===== src/rtl/aes_pkg.sv =====
// ----------------------------------------------------------------------------
// aes_pkg
// Shared definitions for the sequential AES (Inv)MixColumns engine:
//   - byte / column / state typedefs
//   - FSM state encoding of the engine
//   - coefficient-select codes d = (source row - output row) mod 4
//   - xtime (multiply by 2 in GF(2^8), AES polynomial 0x11b)
//   - state_byte: extracts byte j of a column-major 128-bit state
//     (byte 0 sits in [127:120], byte 15 in [7:0])
// ----------------------------------------------------------------------------
package aes_pkg;

    typedef logic [7:0]   byte_t;
    typedef logic [31:0]  col_t;
    typedef logic [127:0] state_t;

    typedef enum logic [1:0] {
        IDLE  = 2'd0,
        READ  = 2'd1,
        DRAIN = 2'd2,
        DONE  = 2'd3
    } mix_state_e;

    // Inverse coefficients: D0 -> 14, D1 -> 11, D2 -> 13, D3 -> 9
    // Forward coefficients: D0 -> 2,  D1 -> 3,  D2 -> 1,  D3 -> 1
    localparam logic [1:0] SEL_D0 = 2'd0;
    localparam logic [1:0] SEL_D1 = 2'd1;
    localparam logic [1:0] SEL_D2 = 2'd2;
    localparam logic [1:0] SEL_D3 = 2'd3;

    function automatic byte_t xtime(input byte_t a);
        return {a[6:0], 1'b0} ^ (a[7] ? 8'h1b : 8'h00);
    endfunction

    function automatic byte_t state_byte(input state_t s, input logic [3:0] idx);
        return s[8*(15 - int'(idx)) +: 8];
    endfunction

endpackage


===== src/rtl/inv_mix_coeff_sel.sv =====
// ----------------------------------------------------------------------------
// inv_mix_coeff_sel
// Combinational product selector for one output row. Given the coefficient
// select d and the ROM products of the current source byte, returns the byte
// that is XORed into that output row. With fwd=1 the forward MixColumns
// coefficients are produced from the raw byte via xtime instead.
// Ports:
//   d        coefficient select (source row - output row) mod 4
//   rom9b    {9*a, 11*a}
//   romde    {13*a, 14*a}
//   raw      the source byte a itself
//   fwd      1 = forward MixColumns, 0 = InvMixColumns
//   product  selected GF(2^8) product
// ----------------------------------------------------------------------------
module inv_mix_coeff_sel
    import aes_pkg::*;
(
    input  logic [1:0]  d,
    input  logic [15:0] rom9b,
    input  logic [15:0] romde,
    input  byte_t       raw,
    input  logic        fwd,
    output byte_t       product
);

    byte_t raw_x2;

    assign raw_x2 = xtime(raw);

    always_comb begin
        product = '0;
        if (fwd) begin
            case (d)
                SEL_D0:  product = raw_x2;
                SEL_D1:  product = raw_x2 ^ raw;
                default: product = raw;
            endcase
        end else begin
            case (d)
                SEL_D0:  product = romde[7:0];
                SEL_D1:  product = rom9b[7:0];
                SEL_D2:  product = romde[15:8];
                default: product = rom9b[15:8];
            endcase
        end
    end

endmodule


===== src/rtl/inv_mix_columns_seq.sv =====
// ----------------------------------------------------------------------------
// inv_mix_columns_seq
// Sequential AES InvMixColumns engine. Accepts one 128-bit state on a
// valid/ready handshake, streams its 16 bytes one per cycle to the registered
// x9/x11 and x13/x14 product ROMs, accumulates the returned products per
// column, and presents the result on a second valid/ready handshake.
// out_valid rises 17 cycles after the accepting edge.
// Ports:
//   clock, reset            rising-edge clock, synchronous active-high reset
//   in_valid/in_ready       input handshake, state_in column-major
//   rom_add, rom_en         address and read enable to both ROMs
//   rom9b_dout, romde_dout  registered ROM products {9a,11a}, {13a,14a}
//   out_valid/out_ready     output handshake, state_out same byte order
// Optional macro MIX_COLUMNS_FWD_EN adds input fwd (sampled at accept) that
// selects forward MixColumns computed from the raw bytes.
// ----------------------------------------------------------------------------
module inv_mix_columns_seq
    import aes_pkg::*;
#(
    parameter int ROM_LAT = 1
) (
    input  logic         clock,
    input  logic         reset,
    input  logic         in_valid,
    output logic         in_ready,
    input  logic [127:0] state_in,
`ifdef MIX_COLUMNS_FWD_EN
    input  logic         fwd,
`endif
    output logic [7:0]   rom_add,
    output logic         rom_en,
    input  logic [15:0]  rom9b_dout,
    input  logic [15:0]  romde_dout,
    output logic         out_valid,
    input  logic         out_ready,
    output logic [127:0] state_out
);

    mix_state_e  state;
    state_t      state_q;
    logic [3:0]  k;
    logic        fwd_q;

    // Pipes aligned with the ROM read latency: whether a read was issued,
    // which byte it was and the raw byte value.
    logic        vld_pipe [ROM_LAT];
    logic [3:0]  idx_pipe [ROM_LAT];
    byte_t       raw_pipe [ROM_LAT];

    logic        vld_tap;
    logic [3:0]  idx_tap;
    byte_t       raw_tap;

    byte_t       acc      [16];
    byte_t       next_acc [16];
    byte_t       prod     [4];
    state_t      next_packed;

    assign vld_tap = vld_pipe[ROM_LAT-1];
    assign idx_tap = idx_pipe[ROM_LAT-1];
    assign raw_tap = raw_pipe[ROM_LAT-1];

`ifndef MIX_COLUMNS_FWD_EN
    assign fwd_q = 1'b0;
`endif

    // One product selector per output row of the column being accumulated.
    for (genvar r = 0; r < 4; r++) begin : g_row
        logic [1:0] d_sel;
        assign d_sel = idx_tap[1:0] - 2'(r);
        inv_mix_coeff_sel u_sel (
            .d       (d_sel),
            .rom9b   (rom9b_dout),
            .romde   (romde_dout),
            .raw     (raw_tap),
            .fwd     (fwd_q),
            .product (prod[r])
        );
    end

    // Accumulator update for the byte whose ROM data is present this cycle:
    // all four rows of its column take their product at once.
    always_comb begin
        for (int i = 0; i < 16; i++) begin
            next_acc[i] = acc[i];
        end
        for (int r = 0; r < 4; r++) begin
            next_acc[{idx_tap[3:2], 2'(r)}] = acc[{idx_tap[3:2], 2'(r)}] ^ prod[r];
        end
        next_packed = '0;
        for (int i = 0; i < 16; i++) begin
            next_packed[8*(15-i) +: 8] = next_acc[i];
        end
    end

    // Control FSM, read pipeline and accumulators. The valid pipe is cleared
    // by reset so data still returning from the ROM is not accumulated.
    always_ff @(posedge clock) begin
        if (reset) begin
            state     <= IDLE;
            in_ready  <= 1'b0;
            out_valid <= 1'b0;
            rom_en    <= 1'b0;
            rom_add   <= '0;
            state_out <= '0;
            state_q   <= '0;
            k         <= '0;
`ifdef MIX_COLUMNS_FWD_EN
            fwd_q     <= 1'b0;
`endif
            for (int i = 0; i < 16; i++) begin
                acc[i] <= '0;
            end
            for (int i = 0; i < ROM_LAT; i++) begin
                vld_pipe[i] <= 1'b0;
                idx_pipe[i] <= '0;
                raw_pipe[i] <= '0;
            end
        end else begin
            vld_pipe[0] <= rom_en;
            idx_pipe[0] <= k;
            raw_pipe[0] <= rom_add;
            for (int i = 1; i < ROM_LAT; i++) begin
                vld_pipe[i] <= vld_pipe[i-1];
                idx_pipe[i] <= idx_pipe[i-1];
                raw_pipe[i] <= raw_pipe[i-1];
            end

            if (vld_tap) begin
                for (int i = 0; i < 16; i++) begin
                    acc[i] <= next_acc[i];
                end
            end

            case (state)
                IDLE: begin
                    in_ready <= 1'b1;
                    if (in_valid && in_ready) begin
                        state_q  <= state_in;
`ifdef MIX_COLUMNS_FWD_EN
                        fwd_q    <= fwd;
`endif
                        k        <= 4'd0;
                        rom_en   <= 1'b1;
                        rom_add  <= state_byte(state_in, 4'd0);
                        in_ready <= 1'b0;
                        for (int i = 0; i < 16; i++) begin
                            acc[i] <= '0;
                        end
                        state    <= READ;
                    end
                end
                READ: begin
                    if (k == 4'd15) begin
                        rom_en <= 1'b0;
                        state  <= DRAIN;
                    end else begin
                        k       <= k + 4'd1;
                        rom_add <= state_byte(state_q, k + 4'd1);
                    end
                end
                DRAIN: begin
                    if (vld_tap && idx_tap == 4'd15) begin
                        out_valid <= 1'b1;
                        state_out <= next_packed;
                        state     <= DONE;
                    end
                end
                DONE: begin
                    if (out_ready) begin
                        out_valid <= 1'b0;
                        in_ready  <= 1'b1;
                        state     <= IDLE;
                    end
                end
                default: state <= IDLE;
            endcase
        end
    end

endmodule


===== config.mk =====
export PLATFORM = sky130hd
export DESIGN_NAME = inv_mix_columns_seq
export DESIGN_NICKNAME = d
export VERILOG_FILES = /design/src/rtl/aes_pkg.sv /design/src/rtl/inv_mix_coeff_sel.sv /design/src/rtl/inv_mix_columns_seq.sv
export SDC_FILE = /design/constraint.sdc
export NUM_CORES = 1
export LEC_CHECK = 0
export BUFFER_PORTS_ARGS = -buffer_cell sky130_fd_sc_hd__clkbuf_2
export CAP_MARGIN = 15
export CORE_MARGIN = 10
export CORE_UTILIZATION = 56
export DETAILED_ROUTE_END_ITERATION = 8
export PLACE_DENSITY = 0.91
export SYNTH_ARGS = -nofsm -noshare
export SYNTH_HDL_FRONTEND = slang
export SYNTH_SLANG_ARGS = --single-unit

===== constraint.sdc =====
create_clock -name clock -period 3.8 [get_ports clock]
set_input_delay 0.19 -clock clock [delete_from_list [all_inputs] [get_ports clock]]
set_output_delay 0.19 -clock clock [all_outputs]
set_load 0.05 [all_outputs]

==> impl_metrics.tcl <==
set metrics [dict create \
    status "finished clean" \
    area_growth_pct 25.4 \
    p_leak_nw 8.64 \
    hold-worst-slack_ps 138 \
    rsz0062_at_grt "no" \
    die_h_um 196 \
    diodes 0 \
    core-area_um2 30600 \
    gp_congestion 0.921 \
    drt_iter0_markers 2167 \
    clkLatencyLatePin_ps 550 \
    grt.overflow.total 0 \
    async_flop_share_pct 0 \
    cts_resized 0 \
    via_count 15700 \
    grt_pass1_vias 15900 \
    min_path_type "in2reg" \
    hold_viol 0 \
    vias_per_cell 6.48 \
    num_rows 64 \
    ys_ff_latch 406 \
    cp.arrival_ps 3070 \
    post_cts_buffers 0 \
    clockRootBuffer "clkbuf_16" \
    syn_inst 1632 \
    cts-buffers-inserted 42 \
    worst_clock_skew_ps 33.7 \
    p_per_area_nw_per_um2 549 \
    cpMaxStageDelayCell "dfxtp_2" \
    post-route-period-util_pct 73.9 \
    netlist_area_um2 17300 \
    path_cells "buf_4 > mux4_1 > xnor2_2 > nor2_1 > a21oi_1 > nor2_1" \
    setup_viol 0 \
    synth-edff-count 64 \
    htree_num_levels 2 \
    seq_area_frac_synth_pct 50.5 \
    synthFlopType "dfxtp_1" \
    worst_slew_pin_slew_ps 953 \
    synth_fp_nets 1802 \
    pin_count 303 \
    worst_path_largest_cell_delay_ps 820 \
    cts.sinks 406 \
    p_int_w 0.00834 \
    max-vdd-ir-drop_mv 0.393 \
    switching_power_w 0.00360 \
    clock.fmax_mhz 356 \
    grt_max_degree 178 \
    nets 2168 \
    avgSynthCellArea_um2 10.6 \
    initial_core_util_pct 56.7 \
    antenna_found_initial 0 \
    ant_nets 0 \
    path_common_cell "nor2_1" \
    power_frac_clock_pct 35.9 \
    clk_pin_slew_ps 60 \
    dp_hpwl_um 37600 \
    wl_um 60600 \
    ys.warnings.count 0 \
    track_usage_pct 30.4 \
    fill_cells 1983 \
    grt_pass1_wl_um 93400 \
    die_area_um2 38400 \
    routedWlPerCell_um 25.0 \
    maxCapViolCount 0 \
    cts_hold_buf 129 \
    min_period_ps 2810 \
    worstSetupPathType "reg2reg" \
    swShare_pct 30.1 \
    finalMaxSlewViolations 0 \
    pwr-share-seq_pct 43.7 \
    cts_tree "built" \
    end_kind "flop" \
    pwr-share-comb_pct 20.4 \
    synth_cell_type_count 43 \
    maxSlewHeadroom_pct 36.4 \
    dieWidth_um 196 \
    port_buffers 302 \
    cp.required_ps 4070 \
    cts.path.max_buffers 3 \
    setup_tns_ps 0 \
    crit_family "flip-flops" \
    start_kind "flop" \
    crit_buf_inv 1 \
    drive_above_1_share_pct 27.5 \
    cp_max_fo 21 \
    drc 0 \
    dr.pass1.iters 7 \
]
[per-layer routing]
layer / up-vias / wire, µm / track usage (%)
li1: 6715 / - / -
met1: 7457 / 21000 / 35.5
met2: 1270 / 28200 / 49.3
met3: 276 / 7910 / 9.99
met4: 0 / 3510 / 15.0
met5: - / 0 / 0
[state kept, by name, summed over array words and instances (netlist names)]
register	count
acc	128
state_out	128
rom_en	1
idx_pipe	4
in_ready	1
k	4
state	2
rom_add	8
out_valid	1
state_q	128
vld_pipe	1
[cell usage after synthesis (26+ instances only)]
cell type,n,area (µm²)
o21ai_1,109,546
clkbuf_1,84,315
o21ai_0,116,581
dfxtp_1,342,6850
a21oi_1,139,696
a21oi_2,26,228
xnor2_2,30,488
a22o_1,129,1130
nor2_1,172,646
nand2_1,187,702
buf_2,32,160
edfxtp_1,64,1920
mux4_2,85,1910
[final timing paths]
check             slack [ps]  cells after the start                        start                     endpoint
setup reg to reg         990                      6    idx_pipe[0][2]$_SDFF_PP0_     acc[1][22]$_SDFFCE_PP0P_
setup / recovery         990                      6    idx_pipe[0][2]$_SDFF_PP0_     acc[1][22]$_SDFFCE_PP0P_
hold reg to reg          450                      2  state_out[107]$_SDFFE_PP0P_  state_out[107]$_SDFFE_PP0P_
hold / removal           140                      2                        reset        in_ready$_SDFFE_PP0P_
[power by group through the flow]
stage | Sequential [W] | Clock, W | Combinational (W)
detailed placement | 0.00524 | 0 | 0.00222
CTS | 0.00516 | 0.00429 | 0.00234
global route | 0.00523 | 0.00446 | 0.00257
floorplan | 0.00525 | 0 | 0.00151
finish | 0.00521 | 0.00429 | 0.00243
global placement | 0.00520 | 0 | 0.00213
[area by class of cell]
type	instances	area [µm²]	share of cell area [%]
flip-flops and latches	406	8770	40.3
clock inverters	15	208	0.955
well taps	396	495	2.28
inverters	8	30.0	0.138
clock buffers	62	1230	5.65
multi-input cells	1080	7940	36.5
repair buffers	460	3070	14.1
[stage by stage]
stage               std cells  worst slack (ps)  area, µm²  util, %  power, W
finish                   2427               993      21700     71.1    0.0119
global route             2427               898      21700     71.1    0.0123
CTS                      2427              1060      21700     71.1    0.0118
detailed placement       2221              1090      19000     62.2   0.00745
global placement         2221              1160      19000     62.2   0.00733
floorplan                1632               626      17300        -   0.00676
[kinds of logic (layout without fill, tap and decap cells)]
group / Yosys count / in the layout / synth area share (%)
AOI/OAI and AO/OA: 557 / 557 / 20.2
xor gates and xnor gates: 32 / 32 / 3.13
adders and majority gates: 6 / 6 / 0.433
buffers and inverters: 146 / 545 / 4.04
DFF: 406 / 406 / 50.5
muxes: 100 / 100 / 12.9
and+or+nand+nor: 385 / 385 / 8.67
[layout by cell type (no fill, tap or decap), types with 5 or more instances in the layout]
master	n
edfxtp_1	64
dfxtp_1	337
nor2_1	170
nand2_1	185
a22o_1	129
clkbuf_2	302
a21oi_1	137
a221oi_1	9
xnor2_2	30
o21ai_0	116
mux4_2	85
buf_4	25
dlygate4sd3_1	129
nor2b_1	7
a21oi_2	27
clkinv_2	6
o21ai_1	109
clkbuf_8	6
mux4_1	11
a222oi_1	9
clkbuf_1	12
ha_1	6
clkbuf_16	44
inv_1	8
o221ai_1	8
dfxtp_2	5
No activity file was read; power rests on OpenSTA's default activity.
